<file path="config.mk">
export PLATFORM = sky130hd
export DESIGN_NAME = meas_sequencer_flat
export DESIGN_NICKNAME = d
export VERILOG_FILES = /design/src/rtl/meas_sequencer_pkg.sv /design/src/rtl/meas_sequencer_if.sv /design/src/rtl/meas_sequencer_tick_gen.sv /design/src/rtl/meas_sequencer.sv /design/src/flat_wrapper.sv
export SDC_FILE = /design/constraint.sdc
export NUM_CORES = 1
export LEC_CHECK = 0
export ABC_AREA = 1
export CAP_MARGIN = 20
export CORE_ASPECT_RATIO = 0.9
export CORE_MARGIN = 4
export CORE_UTILIZATION = 50
export CTS_CLUSTER_SIZE = 28
export DETAILED_ROUTE_END_ITERATION = 8
export GPL_TIMING_DRIVEN = 0
export PLACE_DENSITY = 0.82
export SKIP_LAST_GASP = 1
export SLEW_MARGIN = 20
export SYNTH_ARGS = -nofsm -noshare
export SYNTH_HDL_FRONTEND = slang
export SYNTH_SLANG_ARGS = --single-unit
</file>
<file path="constraint.sdc">
create_clock -name clk -period 3.78 [get_ports clk]
set_input_delay 0.756 -clock clk [delete_from_list [all_inputs] [get_ports clk]]
set_output_delay 0.756 -clock clk [all_outputs]
set_load 0.01 [all_outputs]
</file>
<file path="src/rtl/meas_sequencer_pkg.sv">
// Shared types and sizing helpers for the wave-measurement sequencer.
package meas_pkg;

  typedef enum logic [2:0] {
    IDLE,
    CLEAR,
    SETTLE,
    ACQ,
    WAIT,
    OUTPUT
  } meas_state_e;

  localparam int N_DEF      = 8;
  localparam int FREQ_W_DEF = 16;

  // One counter serves settle, window and timeout phases, so size it for the largest.
  function automatic int cnt_width(input int a, input int b, input int c);
    int m;
    m = a;
    if (b > m) m = b;
    if (c > m) m = c;
    return (m > 0) ? $clog2(m + 1) : 1;
  endfunction

endpackage

</file>
<file path="src/rtl/meas_sequencer_if.sv">
// Result handshake bundle: captured measurement plus valid/ready.
interface meas_sequencer_if #(
  parameter int N      = meas_pkg::N_DEF,
  parameter int FREQ_W = meas_pkg::FREQ_W_DEF
);
  logic [N-1:0]      res_vpp;
  logic [7:0]        res_papr;
  logic              res_is_sine;
  logic [FREQ_W-1:0] res_freq;
  logic              res_valid;
  logic              res_ready;

  modport master (
    output res_vpp, res_papr, res_is_sine, res_freq, res_valid,
    input  res_ready
  );

  modport slave (
    input  res_vpp, res_papr, res_is_sine, res_freq, res_valid,
    output res_ready
  );
endinterface

</file>
<file path="src/rtl/meas_sequencer_tick_gen.sv">
// Free-running divider: one-cycle sample_en_o every FRE_DIV+1 clocks (constant 1 when FRE_DIV=0).
module sample_tick_gen #(
  parameter int FRE_DIV = 2499
) (
  input  logic clk,
  input  logic rst,
  output logic sample_en_o
);
  localparam int            CW   = (FRE_DIV > 0) ? $clog2(FRE_DIV + 1) : 1;
  localparam logic [CW-1:0] LAST = CW'(FRE_DIV);

  logic [CW-1:0] cnt_q, cnt_d;
  logic          en_q;

  always_comb begin
    cnt_d = (cnt_q == LAST) ? '0 : cnt_q + CW'(1);
  end

  // Registered strobe keeps the output low during reset even when FRE_DIV=0.
  always_ff @(posedge clk) begin
    if (rst) begin
      cnt_q <= '0;
      en_q  <= 1'b0;
    end else begin
      cnt_q <= cnt_d;
      en_q  <= (cnt_d == LAST);
    end
  end

  assign sample_en_o = en_q;
endmodule

</file>
<file path="src/rtl/meas_sequencer.sv">
// Sequencer for the wave-measurement datapath: clear, settle, window, capture, hand off.
// Build option MEAS_SEQ_TIMEOUT_EN bounds the wait for dp_done and drives timeout_err.
module meas_sequencer
  import meas_pkg::*;
#(
  parameter int N               = N_DEF,
  parameter int FREQ_W          = FREQ_W_DEF,
  parameter int FRE_DIV         = 2499,
  parameter int SETTLE_SAMPLES  = 64,
  parameter int WINDOW_SAMPLES  = 2048,
  parameter int MIN_VPP         = 8,
  parameter int TIMEOUT_SAMPLES = 4096
) (
  input  logic              clk,
  input  logic              rst,
  input  logic              start,
  input  logic              continuous,
  input  logic              abort,
  output logic              sample_en,
  output logic              dp_clear,
  output logic              dp_acq,
  input  logic              dp_done,
  input  logic [N-1:0]      dp_vpp,
  input  logic [7:0]        dp_papr,
  input  logic              dp_is_sine,
  input  logic [FREQ_W-1:0] dp_freq,
  meas_sequencer_if.master  res,
  output logic              ma_enable,
  output logic              busy,
  output logic              timeout_err
);
  localparam int               CNT_W       = cnt_width(SETTLE_SAMPLES, WINDOW_SAMPLES, TIMEOUT_SAMPLES);
  localparam logic [CNT_W-1:0] SETTLE_LAST = CNT_W'((SETTLE_SAMPLES > 0) ? SETTLE_SAMPLES - 1 : 0);
  localparam logic [CNT_W-1:0] WINDOW_LAST = CNT_W'(WINDOW_SAMPLES - 1);
  localparam logic [N-1:0]     MIN_VPP_N   = N'(MIN_VPP);
`ifdef MEAS_SEQ_TIMEOUT_EN
  localparam logic [CNT_W-1:0] TIMEOUT_LAST = CNT_W'((TIMEOUT_SAMPLES > 0) ? TIMEOUT_SAMPLES - 1 : 0);
  logic timeout_hit;
  logic terr_q;
`endif

  meas_state_e       state_q, state_d;
  logic [CNT_W-1:0]  cnt_q, cnt_d;
  logic              dp_acq_q;
  logic              capture, handshake, capture_ok;
  logic              ma_q, prev_ok_q;
  logic [N-1:0]      res_vpp_q;
  logic [7:0]        res_papr_q;
  logic              res_is_sine_q;
  logic [FREQ_W-1:0] res_freq_q;

  sample_tick_gen #(.FRE_DIV(FRE_DIV)) u_tick (
    .clk        (clk),
    .rst        (rst),
    .sample_en_o(sample_en)
  );

  assign handshake  = (state_q == OUTPUT) && res.res_ready;
  assign capture    = (state_q == WAIT) && dp_done && !abort;
  assign capture_ok = dp_is_sine && (dp_vpp >= MIN_VPP_N);

  always_ff @(posedge clk) begin
    if (rst) begin
      state_q <= IDLE;
      cnt_q   <= '0;
    end else begin
      state_q <= state_d;
      cnt_q   <= cnt_d;
    end
  end

  always_comb begin
    state_d = state_q;
    cnt_d   = cnt_q;
`ifdef MEAS_SEQ_TIMEOUT_EN
    timeout_hit = 1'b0;
`endif
    case (state_q)
      IDLE: if (start || continuous) state_d = CLEAR;
      CLEAR: begin
        cnt_d   = '0;
        state_d = (SETTLE_SAMPLES == 0) ? ACQ : SETTLE;
      end
      SETTLE: if (sample_en) begin
        if (cnt_q == SETTLE_LAST) begin
          cnt_d   = '0;
          state_d = ACQ;
        end else begin
          cnt_d = cnt_q + CNT_W'(1);
        end
      end
      ACQ: if (sample_en) begin
        if (cnt_q == WINDOW_LAST) begin
          cnt_d   = '0;
          state_d = WAIT;
        end else begin
          cnt_d = cnt_q + CNT_W'(1);
        end
      end
      WAIT: begin
        if (dp_done) begin
          state_d = OUTPUT;
        end
`ifdef MEAS_SEQ_TIMEOUT_EN
        else if (sample_en) begin
          if (cnt_q == TIMEOUT_LAST) begin
            timeout_hit = 1'b1;
            cnt_d       = '0;
            state_d     = continuous ? CLEAR : IDLE;
          end else begin
            cnt_d = cnt_q + CNT_W'(1);
          end
        end
`endif
      end
      OUTPUT: if (handshake) state_d = continuous ? CLEAR : IDLE;
      default: state_d = IDLE;
    endcase
    if (abort) state_d = IDLE;
  end

  always_comb begin
    dp_clear      = (state_q == CLEAR);
    busy          = (state_q != IDLE);
    res.res_valid = (state_q == OUTPUT);
  end

  // Window flag is registered from the next state so it tracks ACQ without a combinational path.
  always_ff @(posedge clk) begin
    if (rst) dp_acq_q <= 1'b0;
    else     dp_acq_q <= (state_d == ACQ);
  end

  always_ff @(posedge clk) begin
    if (rst) begin
      res_vpp_q     <= '0;
      res_papr_q    <= '0;
      res_is_sine_q <= 1'b0;
      res_freq_q    <= '0;
    end else if (capture) begin
      res_vpp_q     <= dp_vpp;
      res_papr_q    <= dp_papr;
      res_is_sine_q <= dp_is_sine;
      res_freq_q    <= dp_freq;
    end
  end

  // Modulation depth is only trusted after two consecutive stable sine captures.
  always_ff @(posedge clk) begin
    if (rst || abort) begin
      ma_q      <= 1'b0;
      prev_ok_q <= 1'b0;
    end else if (capture) begin
      ma_q      <= capture_ok && prev_ok_q;
      prev_ok_q <= capture_ok;
    end
  end

`ifdef MEAS_SEQ_TIMEOUT_EN
  always_ff @(posedge clk) begin
    if (rst)                                        terr_q <= 1'b0;
    else if (timeout_hit && !abort)                 terr_q <= 1'b1;
    else if ((state_q == IDLE) && start && !abort) terr_q <= 1'b0;
  end
  assign timeout_err = terr_q;
`else
  assign timeout_err = 1'b0;
`endif

  assign dp_acq          = dp_acq_q;
  assign ma_enable       = ma_q;
  assign res.res_vpp     = res_vpp_q;
  assign res.res_papr    = res_papr_q;
  assign res.res_is_sine = res_is_sine_q;
  assign res.res_freq    = res_freq_q;
endmodule

</file>
<file path="src/flat_wrapper.sv">
// flat-port wrapper written by rule: the top's interface ports become plain ports
module meas_sequencer_flat import meas_pkg::*;
#(
  parameter int N               = N_DEF,
  parameter int FREQ_W          = FREQ_W_DEF,
  parameter int FRE_DIV         = 2499,
  parameter int SETTLE_SAMPLES  = 64,
  parameter int WINDOW_SAMPLES  = 2048,
  parameter int MIN_VPP         = 8,
  parameter int TIMEOUT_SAMPLES = 4096
)
  (clk, rst, start, continuous, abort, sample_en, dp_clear, dp_acq, dp_done, dp_vpp, dp_papr, dp_is_sine, dp_freq, ma_enable, busy, timeout_err, res_res_vpp, res_res_papr, res_res_is_sine, res_res_freq, res_res_valid, res_res_ready);
  meas_sequencer_if #(.N(N), .FREQ_W(FREQ_W)) res_i ();
  input  logic clk;
  input  logic rst;
  input  logic start;
  input  logic continuous;
  input  logic abort;
  output logic sample_en;
  output logic dp_clear;
  output logic dp_acq;
  input  logic dp_done;
  input  logic [N-1:0] dp_vpp;
  input  logic [7:0] dp_papr;
  input  logic dp_is_sine;
  input  logic [FREQ_W-1:0] dp_freq;
  output logic ma_enable;
  output logic busy;
  output logic timeout_err;
  output wire logic [$bits(res_i.res_vpp)-1:0] res_res_vpp;
  output wire logic [$bits(res_i.res_papr)-1:0] res_res_papr;
  output wire logic [$bits(res_i.res_is_sine)-1:0] res_res_is_sine;
  output wire logic [$bits(res_i.res_freq)-1:0] res_res_freq;
  output wire logic [$bits(res_i.res_valid)-1:0] res_res_valid;
  input wire logic [$bits(res_i.res_ready)-1:0] res_res_ready;
  assign res_res_vpp = res_i.res_vpp;
  assign res_res_papr = res_i.res_papr;
  assign res_res_is_sine = res_i.res_is_sine;
  assign res_res_freq = res_i.res_freq;
  assign res_res_valid = res_i.res_valid;
  assign res_i.res_ready = res_res_ready;
  meas_sequencer #(.N(N), .FREQ_W(FREQ_W), .FRE_DIV(FRE_DIV), .SETTLE_SAMPLES(SETTLE_SAMPLES), .WINDOW_SAMPLES(WINDOW_SAMPLES), .MIN_VPP(MIN_VPP), .TIMEOUT_SAMPLES(TIMEOUT_SAMPLES)) u_core (.clk(clk), .rst(rst), .start(start), .continuous(continuous), .abort(abort), .sample_en(sample_en), .dp_clear(dp_clear), .dp_acq(dp_acq), .dp_done(dp_done), .dp_vpp(dp_vpp), .dp_papr(dp_papr), .dp_is_sine(dp_is_sine), .dp_freq(dp_freq), .res(res_i), .ma_enable(ma_enable), .busy(busy), .timeout_err(timeout_err));
endmodule
</file>
==> results of run 1 <==
-- layout by cell type (no fill, tap or decap), types with 5 or more instances in the layout --
cell type        count
clkbuf_8            11
clkdlybuf4s50_1     78
nand3_1             25
a21oi_1             42
dfxtp_1             65
inv_1               40
nor2_1              58
nand4_1              6
o21ai_0             10
clkbuf_1             5
nand2_1            139
nor3_1              11
-- cell families (layout without fill, tap and decap cells) --
logic type | count (synthesis) | after routing | share of synthesized area [%]
xor+xnor | 1 | 1 | 0.293
other cells | 1 | 1 | 0.125
flops | 65 | 65 | 43.5
compound gates | 57 | 57 | 9.96
fa+ha+maj | 3 | 3 | 1.26
simple gates | 252 | 252 | 36.3
buf+inv | 57 | 151 | 8.50
-- per-stage QoR --
| stage | instances | hold WS, ns | worst slack [ns] | utilization (%) |
|---|---|---|---|---|
| after floorplan | 436 | 0.429 | 2.17 | - |
| after global placement | 584 | 0.451 | 1.34 | 67.4 |
| after detailed placement | 584 | 0.455 | 1.31 | 67.4 |
| after CTS | 600 | 0.466 | 1.31 | 71.0 |
| after global routing | 600 | 0.476 | 1.17 | 71.0 |
| final | 600 | 0.465 | 1.32 | 71.0 |
-- cell type report --
cell class | count | share of cell area, %
timing repair buffer | 78 | 19.2
inverter | 43 | 4.00
buffer | 14 | 2.25
clock inverter | 4 | 1.26
tap | 70 | 2.16
sequential | 65 | 32.0
multi-input combinational | 314 | 35.3
clock buffer | 12 | 3.82
-- power by group --
group          internal (mW)  switching (mW)  leakage [nW]
Combinational         0.0534          0.0469         0.948
Clock                  0.341           0.266         0.103
Sequential             0.689         0.00520         0.524
-- flip-flops by register name, indices dropped and copies added (netlist names) --
signal,count
u_core.res.res_freq,16
u_core.cnt_q,13
u_core.u_tick.cnt_q,12
u_core.res.res_papr,8
u_core.res.res_vpp,8
u_core.state_q,3
u_core.dp_acq,1
u_core.ma_enable,1
u_core.prev_ok_q,1
u_core.res.res_is_sine,1
u_core.u_tick.sample_en_o,1
-- metal layers --
metal / vias to the layer above / GRT usage [%]
li1: 1563 / -
met1: 1381 / 26.0
met2: 101 / 37.0
met3: 12 / 8.01
met4: 0 / 6.99
met5: - / 0
-- critical path: cells and delay by family (launching register included) --
| kind | cells | cell delay (ns) |
|---|---|---|
| simple gates | 1 | 0.25 |
| buf+inv | 2 | 0.72 |
| flops | 1 | 0.41 |
-- final timing paths --
| kind | to | depth (start not counted) | startpoint |
|---|---|---|---|
| worst max-delay path | res_res_valid | 3 | u_core.state_q[0] |
| worst min-delay path | u_core.res.res_papr[5] | 2 | u_core.res.res_papr[5] |
| worst max register to register | u_core.cnt_q[11] | 8 | u_core.cnt_q[0] |
| worst min register to register | u_core.res.res_papr[5] | 2 | u_core.res.res_papr[5] |
==> flow_metrics.tcl, run 1 <==
set metrics [dict create \
    initial_utilization_pct 52.2 \
    p_leak_nw 1.57 \
    async_reset_ff_share_pct 0 \
    mappedNetlistNets 479 \
    cts_resized 0 \
    cts_setup_buffers 0 \
    wl_per_cell_um 12.7 \
    peakVddDrop_mv 0.260 \
    synthTopCellsByArea "dfxtp_1 44%, nand2_1 17%, nor2_1 7.3%" \
    multiInputGateArea_mm2 0.00143 \
    drt_wl_total_um 7630 \
    max_stage_delay_ns 0.58 \
    setup_viol 0 \
    fin_nets 568 \
    viasPerCell 5.10 \
    grt_max_degree 12 \
    dieArea_mm2 0.00728 \
    io_pins 80 \
    worstPathMaxFanout 5 \
    period_needed_ns 2.46 \
    drt-initial-drc-count 153 \
    root_buffer "clkbuf_8" \
    worstSetupStartpointType "register" \
    total_power_mw 1.40 \
    core_mm2 0.00573 \
    syn_avg_cell_area_um2 6.86 \
    hpwlAfterDp_um 5730 \
    io_buffers 78 \
    grt_pass1_vias 2856 \
    htreeDepth 3 \
    fin_tns_setup_ns 0 \
    hold_path_class "reg -> reg" \
    n_antenna_cell 0 \
    die_h_um 81.4 \
    vias 3057 \
    ys_seq_area_share_pct 43.5 \
    ys.flop_type "dfxtp_1" \
    dr_wl_met2_um 3790 \
    cts_tree "built" \
    cts_buffers 9 \
    insertion_delay_ns 0.34 \
    clk_pin_slew_ns 0.07 \
    slew_violations 0 \
    num-fill-cells 476 \
    cts.sink_count 65 \
    period_share_pct 65.2 \
    fmax_ghz 0.406 \
    synth.largest_area_cell "dfxtp_1" \
    met1Wirelength_um 3240 \
    drive_gt1_share_pct 7.17 \
    cap_violations 0 \
    grtUsageTotal_pct 22.0 \
    antenna_found_initial 0 \
    cp_cell_sequence "inv_1, nor3_1, clkdlybuf4s50_1" \
    yosysMostFrequentCell "nand2_1" \
    ant_nets 0 \
    ys_ff_latch 65 \
    clk_path_buf_depth 2 \
    final_area_mm2 0.00406 \
    syn_to_final_growth_pct 36.0 \
    ys_warn_count 0 \
    grt_pass1_wl_um 12400 \
    synth_top_area_share_pct 43.5 \
    grt_setup_unrepaired "no" \
    synth_cells 436 \
    ctsHoldBuffers 0 \
    regArea_mm2 0.00130 \
    dieWidth_um 89.5 \
    critPathSlowestCell "clkdlybuf4s50_1" \
    critPathCaptureType "output port" \
    rrSetupSlack_ns 2.16 \
    skew_ns 0.00648 \
    wl_met3_um 483 \
    rows 26 \
    highest_layer "met4" \
    hold_viol 0 \
    synth_common_cells "139 x nand2_1, 65 x dfxtp_1, 58 x nor2_1" \
    drc 0 \
    power_density_mw_per_mm2 345 \
    synthesis.area_mm2 0.00299 \
    globalplace.congestion 0.889 \
    synth-edff-count 0 \
    grt-ovfl-total 0 \
    first_pass_iters 4 \
    worstPathArrival_ns 1.71 \
    cp.required_ns 3.02 \
    place_area_mm2 0.00386 \
    ys_types 32 \
    crit_type "reg -> out" \
    status "complete, no violations" \
]
No activity file was read; power rests on OpenSTA's default activity.
==> run 2, diff against run 1 <==
--- a/config.mk
+++ b/config.mk
@@ -9,11 +9,11 @@
 export CAP_MARGIN = 20
 export CORE_ASPECT_RATIO = 0.9
 export CORE_MARGIN = 4
-export CORE_UTILIZATION = 50
+export CORE_UTILIZATION = 48
 export CTS_CLUSTER_SIZE = 28
 export DETAILED_ROUTE_END_ITERATION = 8
 export GPL_TIMING_DRIVEN = 0
-export PLACE_DENSITY = 0.82
+export PLACE_DENSITY = 0.79
 export SKIP_LAST_GASP = 1
 export SLEW_MARGIN = 20
 export SYNTH_ARGS = -nofsm -noshare
==> constraint.sdc (replaced) <==
create_clock -name clk -period 2.5 [get_ports clk]
set_input_delay 0.5 -clock clk [delete_from_list [all_inputs] [get_ports clk]]
set_output_delay 0.5 -clock clk [all_outputs]
set_load 0.01 [all_outputs]
==> run 2 against run 1 <==
Cell count shrank 0.33%. Core utilization fell by 2.2 points. Total power increased by 41%. Critical path type unchanged. Largest power group unchanged.
==> flow_metrics.tcl, run 2 (same netlist as run 1, synthesis figures left out) <==
set metrics [dict create \
    status "complete, no violations" \
    clk_path_buf_depth 2 \
    worstPathArrival_ns 1.74 \
    min_delay_worst_endpoint "u_core.res.res_freq[15]" \
    holdWs_ns 0.462 \
    hold_path_class "reg -> reg" \
    final_area_mm2 0.00403 \
    hold_viol 0 \
    power_density_mw_per_mm2 490 \
    io_buffers 78 \
    grt_pass1_wl_um 12200 \
    largest_reg_flops 16 \
    finalWorstSetupSlack_ns 0.259 \
    place_area_mm2 0.00386 \
    reg2reg_from "u_core.cnt_q[0]" \
    cpLargestDelayFamily "buffers and inverters" \
    cp_cell_sequence "inv_1, nor3_1, clkdlybuf4s50_1" \
    skew_ns 0.0116 \
    max_stage_delay_ns 0.59 \
    insertion_delay_ns 0.33 \
    peakVddDrop_mv 0.357 \
    mostFrequentLayoutCells "139 x nand2_1, 78 x clkdlybuf4s50_1, 65 x dfxtp_1" \
    root_buffer "clkbuf_8" \
    fin_util_pct 68.8 \
    cts_buffers 9 \
    drive_gt1_share_pct 7.01 \
    r2r-end "u_core.cnt_q[9]" \
    drt_wl_total_um 7260 \
    slew_violations 0 \
    dieWidth_um 91.2 \
    min_from "u_core.res.res_freq[15]" \
    met3_usage_pct 6.87 \
    cap_violations 0 \
    io_pins 80 \
    mostFrequentLayoutCell "nand2_1" \
    grt_setup_unrepaired "no" \
    ant_nets 0 \
    period_needed_ns 2.24 \
    antenna_found_initial 0 \
    fmax_ghz 0.446 \
    critPathSlowestCell "clkdlybuf4s50_1" \
    rrSetupSlack_ns 0.86 \
    n_antenna_cell 0 \
    vias 2924 \
    hpwlAfterDp_um 5540 \
    wl_per_cell_um 12.1 \
    drt-initial-drc-count 114 \
    grt-ovfl-total 0 \
    core_mm2 0.00586 \
    busiest_layer "met2" \
    globalplace.congestion 0.953 \
    use_met1_pct 24.6 \
    cts_setup_buffers 0 \
    grt_max_degree 11 \
    whs_path_depth 2 \
    syn_to_final_growth_pct 34.7 \
    setup_viol 0 \
    initial_utilization_pct 51.0 \
    r2r_cells 8 \
    cts_tree "built" \
    cts.sink_count 65 \
    p_leak_nw 1.56 \
    drc 0 \
    worstPathMaxFanout 5 \
    ctsHoldBuffers 0 \
    dieArea_mm2 0.00756 \
    grtUsageTotal_pct 19.4 \
    die_h_um 82.9 \
    rows 26 \
    place_ws_ns 0.309 \
    use_met2_pct 30.6 \
    period_share_pct 89.6 \
    first_pass_iters 4 \
    crit_type "reg -> out" \
    grt_pass1_vias 2656 \
    worstPathBufferInverterCount 2 \
    htreeDepth 3 \
    critPathCaptureType "output port" \
    cts_resized 0 \
    fin_tns_setup_ns 0 \
    worstSetupStartpointType "register" \
    clk_pin_slew_ns 0.07 \
    fin_nets 568 \
    viasPerCell 4.89 \
    cp.required_ns 2.00 \
]
run 2: worst min-delay path, stage by stage (launching register included):
cell and delay (ns):
dfxtp_1 0.31, nand2_1 0.06, a21oi_1 0.05
run 2: where the power goes:
| group | leakage [nW] | internal, mW | total, mW | switching (mW) |
|---|---|---|---|---|
| clock network | 0.0871 | 0.399 | 0.773 | 0.374 |
| logic | 0.948 | 0.0806 | 0.150 | 0.0696 |
| registers | 0.524 | 1.04 | 1.05 | 0.00798 |
| total | 1.56 | 1.52 | 1.97 | 0.451 |
run 2: worst max path at each step:
stage / slack, ns / endpoint / depth (start not counted) / startpoint
2_1_floorplan: 1.13 / u_core.cnt_q[11] / 8 / u_core.cnt_q[0]
3_3_place_gp: 0.31 / u_core.u_tick.cnt_q[10] / 4 / rst
3_5_place_dp: 0.31 / u_core.u_tick.cnt_q[2] / 4 / rst
4_1_cts: 0.27 / res_res_valid / 3 / u_core.state_q[0]
5_1_grt: 0.17 / res_res_valid / 3 / u_core.state_q[0]
6_report: 0.26 / res_res_valid / 3 / u_core.state_q[0]
run 2: final cells by class:
class / instances / area (um^2)
fillers: 516 / 1830
well taps: 70 / 87.6
clock buffers: 11 / 151
flip-flops and latches: 65 / 1300
inverters: 43 / 163
clock inverters: 3 / 17.5
multi-input cells: 314 / 1430
repair buffers: 78 / 781
plain buffers: 14 / 91.3
run 2: metal layers:
layer,wire (um),up-vias
met1,3300,1288
li1,-,1554
met3,420,13
met4,180,0
met5,0,-
met2,3370,69
run 2: through the flow:
step,power [mW],std cells
after global routing,2.05,598
after CTS,1.99,598
after floorplan,1.14,436
after global placement,1.22,584
after detailed placement,1.22,584
final,1.97,598
==> run 3, diff against run 2 <==
--- a/config.mk
+++ b/config.mk
@@ -9,11 +9,10 @@
 export CAP_MARGIN = 20
 export CORE_ASPECT_RATIO = 0.9
 export CORE_MARGIN = 4
-export CORE_UTILIZATION = 48
+export CORE_UTILIZATION = 28
 export CTS_CLUSTER_SIZE = 28
 export DETAILED_ROUTE_END_ITERATION = 8
 export GPL_TIMING_DRIVEN = 0
-export PLACE_DENSITY = 0.79
 export SKIP_LAST_GASP = 1
 export SLEW_MARGIN = 20
 export SYNTH_ARGS = -nofsm -noshare
==> run 3 against run 2 <==
Non-clock buffer count is the same. Via count up 2.4%. Sequential power about the same. Core utilization is 28 points lower. Wire length grew 7.3%. Register-to-register slack about the same. Cell area rose by 4.3%. Sequential share of layout area down 1.3 points. First-iteration DRC count is 65% higher. Largest cell class unchanged.
==> flow_metrics.tcl, run 3 (same netlist as run 1, synthesis figures left out) <==
set metrics [dict create \
    skew_ns 0.00536 \
    hold_viol 0 \
    peakVddDrop_mv 0.352 \
    hold_path_class "reg -> reg" \
    grt_max_degree 11 \
    drc 0 \
    clk_path_buf_depth 2 \
    root_buffer "clkbuf_16" \
    cts.sink_count 65 \
    dieWidth_um 117 \
    crit_type "reg -> out" \
    fin_tns_setup_ns 0 \
    grt_pass1_vias 2943 \
    dieArea_mm2 0.0124 \
    mostFrequentLayoutCells "139 x nand2_1, 78 x clkdlybuf4s50_1, 65 x dfxtp_1" \
    period_needed_ns 2.23 \
    finalWorstSetupSlack_ns 0.275 \
    rows 35 \
    cts_setup_buffers 0 \
    period_share_pct 89.0 \
    globalplace.congestion 0.913 \
    critPathCaptureType "output port" \
    p_leak_nw 1.60 \
    n_antenna_cell 0 \
    drt-initial-drc-count 188 \
    drt_wl_total_um 7800 \
    mostFrequentLayoutCell "nand2_1" \
    clk_pin_slew_ns 0.05 \
    antenna_found_initial 0 \
    status "complete, no violations" \
    grt_setup_unrepaired "no" \
    vias 2994 \
    viasPerCell 4.56 \
    die_h_um 106 \
    worstPathMaxFanout 5 \
    place_ws_ns 0.219 \
    cts_buffers 9 \
    initial_utilization_pct 28.9 \
    io_pins 80 \
    insertion_delay_ns 0.32 \
    grt_pass1_wl_um 13500 \
    grtUsageTotal_pct 13.4 \
    wl_per_cell_um 11.9 \
    io_buffers 78 \
    power_density_mw_per_mm2 563 \
    first_pass_iters 4 \
    syn_to_final_growth_pct 40.4 \
    largest_reg_flops 16 \
    setup_viol 0 \
    slew_violations 0 \
    grt-ovfl-total 0 \
    worstMarginPinSlew_ns 0.505 \
    cp.required_ns 2.00 \
    fin_nets 568 \
    htreeDepth 3 \
    core_mm2 0.0103 \
    slew_headroom_pct 66.3 \
    worstSetupStartpointType "register" \
    drive_gt1_share_pct 6.26 \
    cts_tree "built" \
    ctsHoldBuffers 0 \
    hpwlAfterDp_um 5920 \
    cap_violations 0 \
    worstPathArrival_ns 1.73 \
    num-fill-cells 1092 \
    fmax_ghz 0.449 \
    ant_nets 0 \
    cts_resized 0 \
]
-- run 3: metal layers --
metal	vias to the layer above	global-route usage, %	part of all wire [%]
li1	1555	-	-
met1	1359	17.3	47
met2	74	21.0	47
met3	6	4.95	5.7
met4	0	3.52	0.83
met5	-	0	0
-- run 3: worst paths after layout --
| check | from | endpoint | slack (ns) | depth (start not counted) |
|---|---|---|---|---|
| setup / recovery | u_core.state_q[0] | res_res_valid | 0.27 | 3 |
| hold / removal | u_core.res.res_vpp[4] | u_core.res.res_vpp[4] | 0.46 | 2 |
| hold reg to reg | u_core.res.res_vpp[4] | u_core.res.res_vpp[4] | 0.46 | 2 |
| setup reg to reg | u_core.cnt_q[0] | u_core.cnt_q[7] | 0.87 | 8 |
-- run 3: cell type report --
cell class	count	area, um^2	area share [%]
multi-input combinational	314	1430	34.2
sequential	65	1300	31.0
timing repair buffer	78	781	18.6
clock buffer	12	236	5.63
inverter	43	163	3.87
tap	129	161	3.85
buffer	14	91.3	2.18
clock inverter	1	30.0	0.715
-- run 3: worst max-delay path, stage by stage (launching register included) --
cell	delay, ns
dfxtp_1	0.42
inv_1	0.14
nor3_1	0.26
clkdlybuf4s50_1	0.58
-- run 3: power by group --
| group | switching [mW] | internal, mW | total, mW | leakage (nW) |
|---|---|---|---|---|
| clock network | 0.403 | 0.754 | 1.16 | 0.129 |
| registers | 0.00744 | 1.05 | 1.05 | 0.524 |
| logic | 0.0706 | 0.0806 | 0.151 | 0.948 |
| total | 0.482 | 1.88 | 2.36 | 1.60 |
-- run 3: per-stage QoR --
stage               power [mW]  instances  util [%]  instance area [um^2]  hold slack (ns)
CTS                       2.40        656      40.6                  4200            0.465
floorplan                 1.14        436         -                  2990            0.429
global placement          1.22        643      38.0                  3930            0.452
finish                    2.36        656      40.6                  4200            0.462
global route              2.47        656      40.6                  4200            0.480
detailed placement        1.22        643      38.0                  3930            0.458
